<file path="config.mk">
export PLATFORM = sky130hd
export DESIGN_NAME = cache_tag_lookup_ctrl
export DESIGN_NICKNAME = d
export VERILOG_FILES = /design/src/rtl/cache_tag_lookup_ctrl.sv
export SDC_FILE = /design/constraint.sdc
export NUM_CORES = 2
export LEC_CHECK = 0
export ABC_AREA = 1
export ABC_CLOCK_PERIOD_IN_PS = 3820
export CAP_MARGIN = 30
export CORE_UTILIZATION = 46
export CTS_BUF_LIST = sky130_fd_sc_hd__clkbuf_16
export CTS_CLUSTER_SIZE = 20
export DETAILED_ROUTE_END_ITERATION = 16
export HOLD_SLACK_MARGIN = 0.02
export MAX_ROUTING_LAYER = met4
export PLACE_DENSITY = 0.64
export SLEW_MARGIN = 20
export SYNTH_ARGS = -nofsm -noshare
export SYNTH_HDL_FRONTEND = slang
export SYNTH_SLANG_ARGS = --single-unit
</file>
<file path="constraint.sdc">
create_clock -name clk -period 3.82 [get_ports clk]
set_clock_uncertainty 0.2 [all_clocks]
set_input_delay 0.764 -clock clk [delete_from_list [all_inputs] [get_ports clk]]
set_output_delay 0.764 -clock clk [all_outputs]
set_load 0.01 [all_outputs]
</file>
<file path="src/rtl/cache_tag_lookup_ctrl.sv">
// Lookup sequencer for a set-associative tag array held in an external 1-cycle-read RAM.
// Owns per-set valid bits and tree pseudo-LRU state; services misses through the fill engine.
//
// state     | meaning
// ----------+--------------------------------------------------------
// IDLE      | waiting for a request; applies any pending invalidate
// TAG_RD    | tag RAM read of the latched set
// COMPARE   | tag compare across all ways; hit -> RESP, miss -> victim
// MISS_REQ  | line-fill request held until the fill engine accepts
// MISS_WAIT | waiting for the fill engine to finish the line
// UPDATE    | tag rewrite, valid bit set, PLRU touched
// RESP      | result held until consumed
module cache_tag_lookup_ctrl #(
    parameter int C_N_WAY       = 3,
    parameter int TAG_ADDR_WDTH = 12,
    parameter int SET_ADDR_WDTH = 5
) (
    input  logic                                    clk,
    input  logic                                    reset,
    input  logic                                    req_valid,
    output logic                                    req_ready,
    input  logic [TAG_ADDR_WDTH-1:0]                req_tag,
    input  logic [SET_ADDR_WDTH-1:0]                req_set,
    input  logic                                    inv_all,
    output logic                                    tag_rd_en,
    output logic [SET_ADDR_WDTH-1:0]                tag_rd_addr,
    input  logic [(1<<C_N_WAY)*TAG_ADDR_WDTH-1:0]   tag_rd_data,
    output logic                                    tag_wr_en,
    output logic [SET_ADDR_WDTH-1:0]                tag_wr_addr,
    output logic [C_N_WAY-1:0]                      tag_wr_way,
    output logic [TAG_ADDR_WDTH-1:0]                tag_wr_data,
    output logic                                    fill_req_valid,
    input  logic                                    fill_req_ready,
    output logic [TAG_ADDR_WDTH-1:0]                fill_tag,
    output logic [SET_ADDR_WDTH-1:0]                fill_set,
    output logic [C_N_WAY-1:0]                      fill_way,
    input  logic                                    fill_done,
    output logic                                    resp_valid,
    input  logic                                    resp_ready,
    output logic                                    resp_hit,
    output logic [C_N_WAY-1:0]                      resp_way
);
    localparam int NUM_WAY = 1 << C_N_WAY;
    localparam int NUM_SET = 1 << SET_ADDR_WDTH;

    typedef enum logic [2:0] {
        IDLE, TAG_RD, COMPARE, MISS_REQ, MISS_WAIT, UPDATE, RESP
    } state_t;

    state_t                              state_q, state_d;
    logic [TAG_ADDR_WDTH-1:0]            tag_q;
    logic [SET_ADDR_WDTH-1:0]            set_q;
    logic [C_N_WAY-1:0]                  way_q;
    logic                                hit_q;
    logic                                inv_pend_q;
    logic [NUM_SET-1:0][NUM_WAY-1:0]     valid_q;
    logic [NUM_SET-1:0][NUM_WAY-2:0]     plru_q;

    logic                                accept;
    logic                                inv_now;
    logic [NUM_WAY-1:0]                  set_valid;
    logic                                cmp_hit;
    logic [C_N_WAY-1:0]                  hit_way;
    logic                                free_found;
    logic [C_N_WAY-1:0]                  free_way;
    logic [C_N_WAY-1:0]                  victim_way;

    // Tree nodes are heap-ordered: children of node n are 2n+1 (lower) and 2n+2 (upper).
    function automatic logic [C_N_WAY-1:0] plru_victim(input logic [NUM_WAY-2:0] tree);
        int                 node;
        logic [C_N_WAY-1:0] way;
        node = 0;
        way  = '0;
        for (int lvl = 0; lvl < C_N_WAY; lvl++) begin
            way[C_N_WAY-1-lvl] = tree[node];
            node = 2 * node + 1 + (tree[node] ? 1 : 0);
        end
        return way;
    endfunction

    function automatic logic [NUM_WAY-2:0] plru_touch(input logic [NUM_WAY-2:0] tree,
                                                      input logic [C_N_WAY-1:0] way);
        logic [NUM_WAY-2:0] t;
        int                 node;
        logic               b;
        t    = tree;
        node = 0;
        for (int lvl = 0; lvl < C_N_WAY; lvl++) begin
            b       = way[C_N_WAY-1-lvl];
            t[node] = ~b;
            node    = 2 * node + 1 + (b ? 1 : 0);
        end
        return t;
    endfunction

    assign set_valid = valid_q[set_q];
    assign accept    = req_valid && req_ready;
    assign inv_now   = (state_q == IDLE) && (inv_all || inv_pend_q);

    // Descending scan so the lowest matching / lowest free way wins.
    always_comb begin
        cmp_hit    = 1'b0;
        hit_way    = '0;
        free_found = 1'b0;
        free_way   = '0;
        for (int w = NUM_WAY - 1; w >= 0; w--) begin
            if (set_valid[w] && (tag_rd_data[w*TAG_ADDR_WDTH +: TAG_ADDR_WDTH] == tag_q)) begin
                cmp_hit = 1'b1;
                hit_way = C_N_WAY'(w);
            end
            if (!set_valid[w]) begin
                free_found = 1'b1;
                free_way   = C_N_WAY'(w);
            end
        end
        victim_way = free_found ? free_way : plru_victim(plru_q[set_q]);
    end

    always_comb begin
        state_d        = state_q;
        req_ready      = 1'b0;
        tag_rd_en      = 1'b0;
        fill_req_valid = 1'b0;
        tag_wr_en      = 1'b0;
        resp_valid     = 1'b0;
        case (state_q)
            IDLE: begin
                req_ready = !inv_pend_q;
                if (req_valid && !inv_pend_q) state_d = TAG_RD;
            end
            TAG_RD: begin
                tag_rd_en = 1'b1;
                state_d   = COMPARE;
            end
            COMPARE:   state_d = cmp_hit ? RESP : MISS_REQ;
            MISS_REQ: begin
                fill_req_valid = 1'b1;
                if (fill_req_ready) state_d = MISS_WAIT;
            end
            MISS_WAIT: if (fill_done) state_d = UPDATE;
            UPDATE: begin
                tag_wr_en = 1'b1;
                state_d   = RESP;
            end
            RESP: begin
                resp_valid = 1'b1;
                if (resp_ready) state_d = IDLE;
            end
            default:   state_d = IDLE;
        endcase
    end

    always_ff @(posedge clk) begin
        if (!reset) begin
            state_q    <= IDLE;
            tag_q      <= '0;
            set_q      <= '0;
            way_q      <= '0;
            hit_q      <= 1'b0;
            inv_pend_q <= 1'b0;
            valid_q    <= '0;
            plru_q     <= '0;
        end else begin
            state_q <= state_d;
            if (accept) begin
                tag_q <= req_tag;
                set_q <= req_set;
            end
            if (state_q == COMPARE) begin
                hit_q <= cmp_hit;
                way_q <= cmp_hit ? hit_way : victim_way;
                if (cmp_hit) plru_q[set_q] <= plru_touch(plru_q[set_q], hit_way);
            end
            if (state_q == UPDATE) begin
                valid_q[set_q][way_q] <= 1'b1;
                plru_q[set_q]         <= plru_touch(plru_q[set_q], way_q);
            end
            // Invalidate only ever fires in IDLE, so it never races the UPDATE write.
            if (inv_now) begin
                valid_q    <= '0;
                inv_pend_q <= 1'b0;
            end else if (inv_all) begin
                inv_pend_q <= 1'b1;
            end
        end
    end

    assign tag_rd_addr = tag_rd_en ? set_q : '0;
    assign tag_wr_addr = tag_wr_en ? set_q : '0;
    assign tag_wr_way  = tag_wr_en ? way_q : '0;
    assign tag_wr_data = tag_wr_en ? tag_q : '0;
    assign fill_tag    = fill_req_valid ? tag_q : '0;
    assign fill_set    = fill_req_valid ? set_q : '0;
    assign fill_way    = fill_req_valid ? way_q : '0;
    assign resp_hit    = resp_valid && hit_q;
    assign resp_way    = resp_valid ? way_q : '0;

endmodule

</file>
# After elaboration in Yosys (flattened, before gate mapping)
# Cells that the tools add are included.
# W data, S select, Z words.
[word_totals] register_bits=505 out_inout_bits=54 wordCells=235
[classes] add_sub_neg=9 order_cmp=14 eq_ne=18 muxes=93 n_bitwise=8 reduce_logical=23
[op_table] op="$mux W224" count=4
[op_table] op="$bwmux W224" count=2
[op_table] op="$or A256 B256 Y256" count=1
[op_table] op="$eq A12 B12 Y1" count=8
[op_table] op="$mux W3" count=26
[op_table] op="$bmux W8 S5" count=1
[op_table] op="$demux W8 S5" count=1
[op_table] op="$mux W1" count=36
[op_table] op="$bmux W7 S5" count=1
[op_table] op="$demux W7 S5" count=1
[op_table] op="$bwmux W7" count=4
[op_table] op="$mux W12" count=2
[op_table] op="$pmux W3 S7" count=1
[op_table] op="$logic_and A1 B1 Y1" count=18
[op_table] op="$mux W8" count=2
[op_table] op="$add A4 B1 Y5" count=3
[op_table] op="$demux W1 S3" count=5
[op_table] op="$ge A5 B1 Y1 const B" count=3
[op_table] op="$lt A5 B4 Y1 const B" count=3
[op_table] op="$mux W5" count=3
[op_table] op="$mux W7" count=2
[op_table] op="$add A3 B1 Y4 const B" count=3
[op_table] op="$lt A2 B4 Y1 const B" count=3
[op_table] op="$eq A3 B3 Y1 const B" count=3
[op_table] op="other kinds (16)" count=29

# Depth between registers and ports, before layout
[depth] ltp_word=26 mapped_depth=28 ltp_nobuf=24

# Worst setup path after synthesis
# No wires, ideal clock.
[synth_path] kind="reg-to-reg" start="register set_q[1]" end="register plru_q[13] in the netlist's numbering" setup_time_ns=0.119 t_arrival_ns=2.837 t_required_ns=3.501 path_slack_ns=0.664 stages_incl_launch_ff=24 path_buffers=5 synth_period_minus_slack_ns=3.156 cell_sequence="dfxtp_1 > buf_4 > inv_2 > buf_4 > nor2_4 > buf_4 > a21oi_1 > nand2_1 > nand2_1 > nand2_1 > nor2_1 > nand2_4 > nand2_2 > nand2_2 > nor2_2 > inv_1 > nand2_1 > inv_2 > ha_1 > or2_2 > clkbuf_1 > clkbuf_1 > nand3_1 > a21oi_1"
[synth_between] elab_chain_cells=26 word_cells_on_any_way=60 classes_between="add/sub: 3; order compare: 6; mux: 38; bitwise: 2; reduce/logical: 11"
[synth_lines] item="start: declaration" line="52" source="logic [SET_ADDR_WDTH-1:0] set_q;"
[synth_lines] item="start signal: assignment" line="167" source="set_q <= req_set;"
[synth_lines] item="$bmux W8 S5" line="96" source="assign set_valid = valid_q[set_q];"
[synth_lines] item="$mux W8 (implied by the code)" line="96"
[synth_lines] item="$logic_and A1 B1 Y1" line="107" source="if (set_valid[w] && (tag_rd_data[w*TAG_ADDR_WDTH +: TAG_ADDR_WDTH] == tag_q)) begin"
[synth_lines] item="$mux W3 (8 in series)" line="107"
[synth_lines] item="$mux W1" line="91" source="node = 2 * node + 1 + (b ? 1 : 0);"
[synth_lines] item="$add A1 B1 Y2" line="91"
[synth_lines] item="$add A3 B1 Y4" line="91"
[synth_lines] item="$add A4 B1 Y5" line="91"
[synth_lines] item="(+3 left out)"
[synth_lines] item="$demux W1 S3" line="90" source="t[node] = ~b;"
[synth_lines] item="$bwmux W7" line="90"
[synth_lines] item="$bwmux W224" line="172" source="if (cmp_hit) plru_q[set_q] <= plru_touch(plru_q[set_q], hit_way);"
[synth_lines] item="$mux W224" line="172"
[synth_lines] item="$mux W224" line="169" source="if (state_q == COMPARE) begin"
[synth_lines] item="$mux W224" line="154" source="if (!reset) begin"
[synth_lines] item="$bwmux W224" line="176" source="plru_q[set_q] <= plru_touch(plru_q[set_q], way_q);"
[synth_lines] item="$mux W224 *" line="174" source="if (state_q == UPDATE) begin"
[synth_lines] item="end signal: indexed assignment" line="172"
[synth_lines] item="end signal: indexed assignment" line="176"
[synth_lines] item="end: declaration" line="57" source="logic [NUM_SET-1:0][NUM_WAY-2:0] plru_q;"
# Every way passes the cells marked *; elsewhere a longest branch is shown, timed or not. The select of a mux whose other input is x is not followed.
# A chain may end at the register's enable or synchronous reset.

# Final worst setup path
[layout_path] start="register set_q[0]" end="register plru_q[35] in the netlist's numbering"
# The elaborated chain is that of the path after synthesis.

==> impl_metrics.tcl <==
set metrics [dict create \
    status "finished clean" \
    core_area_mm2 0.05639 \
    period_share_pct 97.17 \
    ctsHoldBuffers 0 \
    initial_core_util_pct 46.47 \
    dieArea_mm2 0.05793 \
    cp.arrival_ns 4.06 \
    critPathMaxStageDelay_ns 0.36 \
    final_nets 4092 \
    fill_cells 5555 \
    worst-setup-path-type "register to register" \
    critPathSlowestCell "dfxtp_4" \
    wirelength_um 97590 \
    cts.sinks 505 \
    multi_input_area_mm2 0.01383 \
    syn2layout_area_growth_pct 21.79 \
    slew_headroom_pct 39.21 \
    ir_drop_mv 0.3493 \
    hpwlAfterDp_um 66480 \
    die_width_um 240.7 \
    max_cap_viol_count 0 \
    drc 0 \
    cts_buffer_depth 3 \
    drtIter0Drc 3219 \
    grt_usage_pct 34.02 \
    cts_buffers 54 \
    placed_area_mm2 0.02985 \
    final_cell_mix "a21oi_1, nand2_1, dfxtp_1" \
    post_drt_wl_per_cell_um 20.50 \
    dpl_worst_slack_ns -0.06336 \
    clk_pin_slew_ns 0.06 \
    syn-num-nets 3873 \
    crit_buf_inv 8 \
    cp_common_cell "nand2_1" \
    synthArstFlopShare_pct 0 \
    synth-seq-cells 505 \
    avgSynthCellArea_um2 7.009 \
    cts_tree "yes" \
    antenna_left 0 \
    htreeDepth 2 \
    design_area_mm2 0.03192 \
    seq_area_mm2 0.01012 \
    synth_edf_count 0 \
    insertion_delay_ns 0.62 \
    path_cells "clkbuf_8 > inv_1 > buf_12 > nand2_1 > nand2_1 > nand2_1 > nand2_1 > nand2_1 > nand2_1 > nor2_1 > buf_4 > a21o_1 > nand2_4 > nor2_2 > inv_1 > nand2_1 > ha_1 > nand3_2 > buf_4 > o21ai_4 > buf_12 > clkbuf_16 > nand3_1 > a21oi_1" \
    worstHoldStart "valid_q[230]$_SDFFE_PP0P_" \
    cts_root_buffer "clkbuf_16" \
    synth_area_mm2 0.02621 \
    maxSlewViolCount 0 \
    p_leak_nw 11.44 \
    critical_path.top_delay_family "simple AND/OR/NAND/NOR gates" \
    die_h_um 240.7 \
    max_slew.worst_pin.slew_ns 0.9105 \
    hold_viol_final 0 \
    ys_types 44 \
    layout-drive-gt1-share_pct 12.04 \
    layout_setup_ws_ns 0.1081 \
    grt.overflow.total 0 \
    port_buffers 173 \
    dr.pass1.iters 6 \
    via_per_inst 5.661 \
    grt_first_pass_wirelength_um 146900 \
    final_common_cell "a21oi_1" \
    startpoint "set_q[0]$_SDFFE_PN0P_" \
    gp_congestion 0.9936 \
    period_minus_slack_ns 3.712 \
    tns_ns 0 \
    antenna_found_initial 0 \
    start_kind "register" \
    hold_ws_ns 0.2484 \
    crit_fanout 16 \
    fmax_mhz 269.4 \
    synth_seq_area_share_pct 38.58 \
    power_density_mw_per_mm2 460.0 \
    grt_max_degree 184 \
    netlist_instances 3739 \
    cp.required_ns 4.17 \
    rows 87 \
    synthFlopType "dfxtp_1" \
    rr_startpoint "set_q[0]$_SDFFE_PN0P_" \
    yosysWarnings 0 \
    setup_viol 0 \
    num_vias 26945 \
    cp-end-kind "register" \
    grt_pass1_vias 24452 \
    hp-class "register to register" \
    design.portCount 174 \
]
state kept, by name, summed over array words and instances (netlist names):
| name | flops |
|---|---|
| valid_q | 256 |
| plru_q | 224 |
| tag_q | 12 |
| set_q | 5 |
| state_q | 3 |
| way_q | 3 |
| hit_q | 1 |
| inv_pend_q | 1 |
what timing repair did:
item,CTS,global route
setup buffers,0,3
setup endpoints to repair,0,225
resized for setup,0,16
synth_stat cells, types with 6 or more instances:
cell | n | share of area, %
a21oi_1 | 752 | 14
a22oi_1 | 101 | 2.9
buf_1 | 9 | 0.13
buf_2 | 73 | 1.4
buf_4 | 24 | 0.69
clkbuf_1 | 120 | 1.7
clkinv_4 | 29 | 0.97
dfxtp_1 | 505 | 39
ha_1 | 14 | 0.67
inv_1 | 246 | 3.5
nand2_1 | 741 | 11
nand2_2 | 12 | 0.29
nand2_4 | 6 | 0.26
nand2_8 | 29 | 2.2
nand3_1 | 212 | 4.0
nand3_2 | 14 | 0.53
nand4_1 | 33 | 0.79
nor2_1 | 317 | 4.5
nor2_2 | 37 | 0.88
nor3_1 | 16 | 0.31
nor3_4 | 6 | 0.37
o21ai_0 | 307 | 5.9
or2_2 | 9 | 0.21
xnor2_1 | 60 | 2.0
xor2_1 | 29 | 0.97
stage by stage:
| step | power (mW) | cells | util [%] |
|---|---|---|---|
| global placement | 8.963 | 4650 | 52.88 |
| detailed placement | 8.956 | 4652 | 52.94 |
| finish | 14.68 | 4760 | 56.60 |
| global route | 15.12 | 4759 | 56.60 |
| CTS | 14.58 | 4753 | 56.30 |
| floorplan | 7.453 | 3739 | - |
worst paths after layout:
path	to	slack [ns]	cells past startpoint
worst max-delay path	plru_q[35]$_SDFF_PN0_	0.11	24
worst min-delay path	valid_q[230]$_SDFFE_PP0P_	0.25	2
worst max register to register	plru_q[35]$_SDFF_PN0_	0.11	24
worst min register to register	valid_q[230]$_SDFFE_PP0P_	0.25	2
logic make-up after synthesis:
| family | after synthesis | synth area share [%] |
|---|---|---|
| xor gates and xnor gates | 89 | 2.975 |
| adders and majority gates | 14 | 0.6685 |
| buffers and inverters | 517 | 8.991 |
| DFF | 505 | 38.58 |
| AOI/OAI and AO/OA | 1177 | 23.56 |
| and+or+nand+nor | 1437 | 25.22 |
worst register-to-register path: cells and delay by family, from the launching register on:
kind	cells	cell delay, ns
compound gates	3	0.46
buf+inv	8	1.22
fa+ha+maj	1	0.20
flops	1	0.36
simple gates	12	1.23
layer usage:
layer / part of all wire, % / track usage (%)
met1: 42 / 44.31
met2: 45 / 52.51
met3: 8.9 / 4.861
met4: 4.6 / 14.61
met5: 0 / -
layout make-up:
cell class	instances	share of cell area [%]
clock buffer	55	4.312
antenna	1	0.007841
sequential	505	31.70
clock inverter	46	1.619
timing repair buffer	395	12.19
inverter	285	3.862
tap	756	2.964
multi-input combinational	2717	43.35
power breakdown:
group	leakage [nW]	switching [mW]	internal, mW
Clock	0.976	2.28	3.41
Sequential	4.07	0.136	5.35
Combinational	6.39	2.45	1.05
Total	11.4	4.87	9.81
Note: power is estimated with default switching activity, not from simulation.
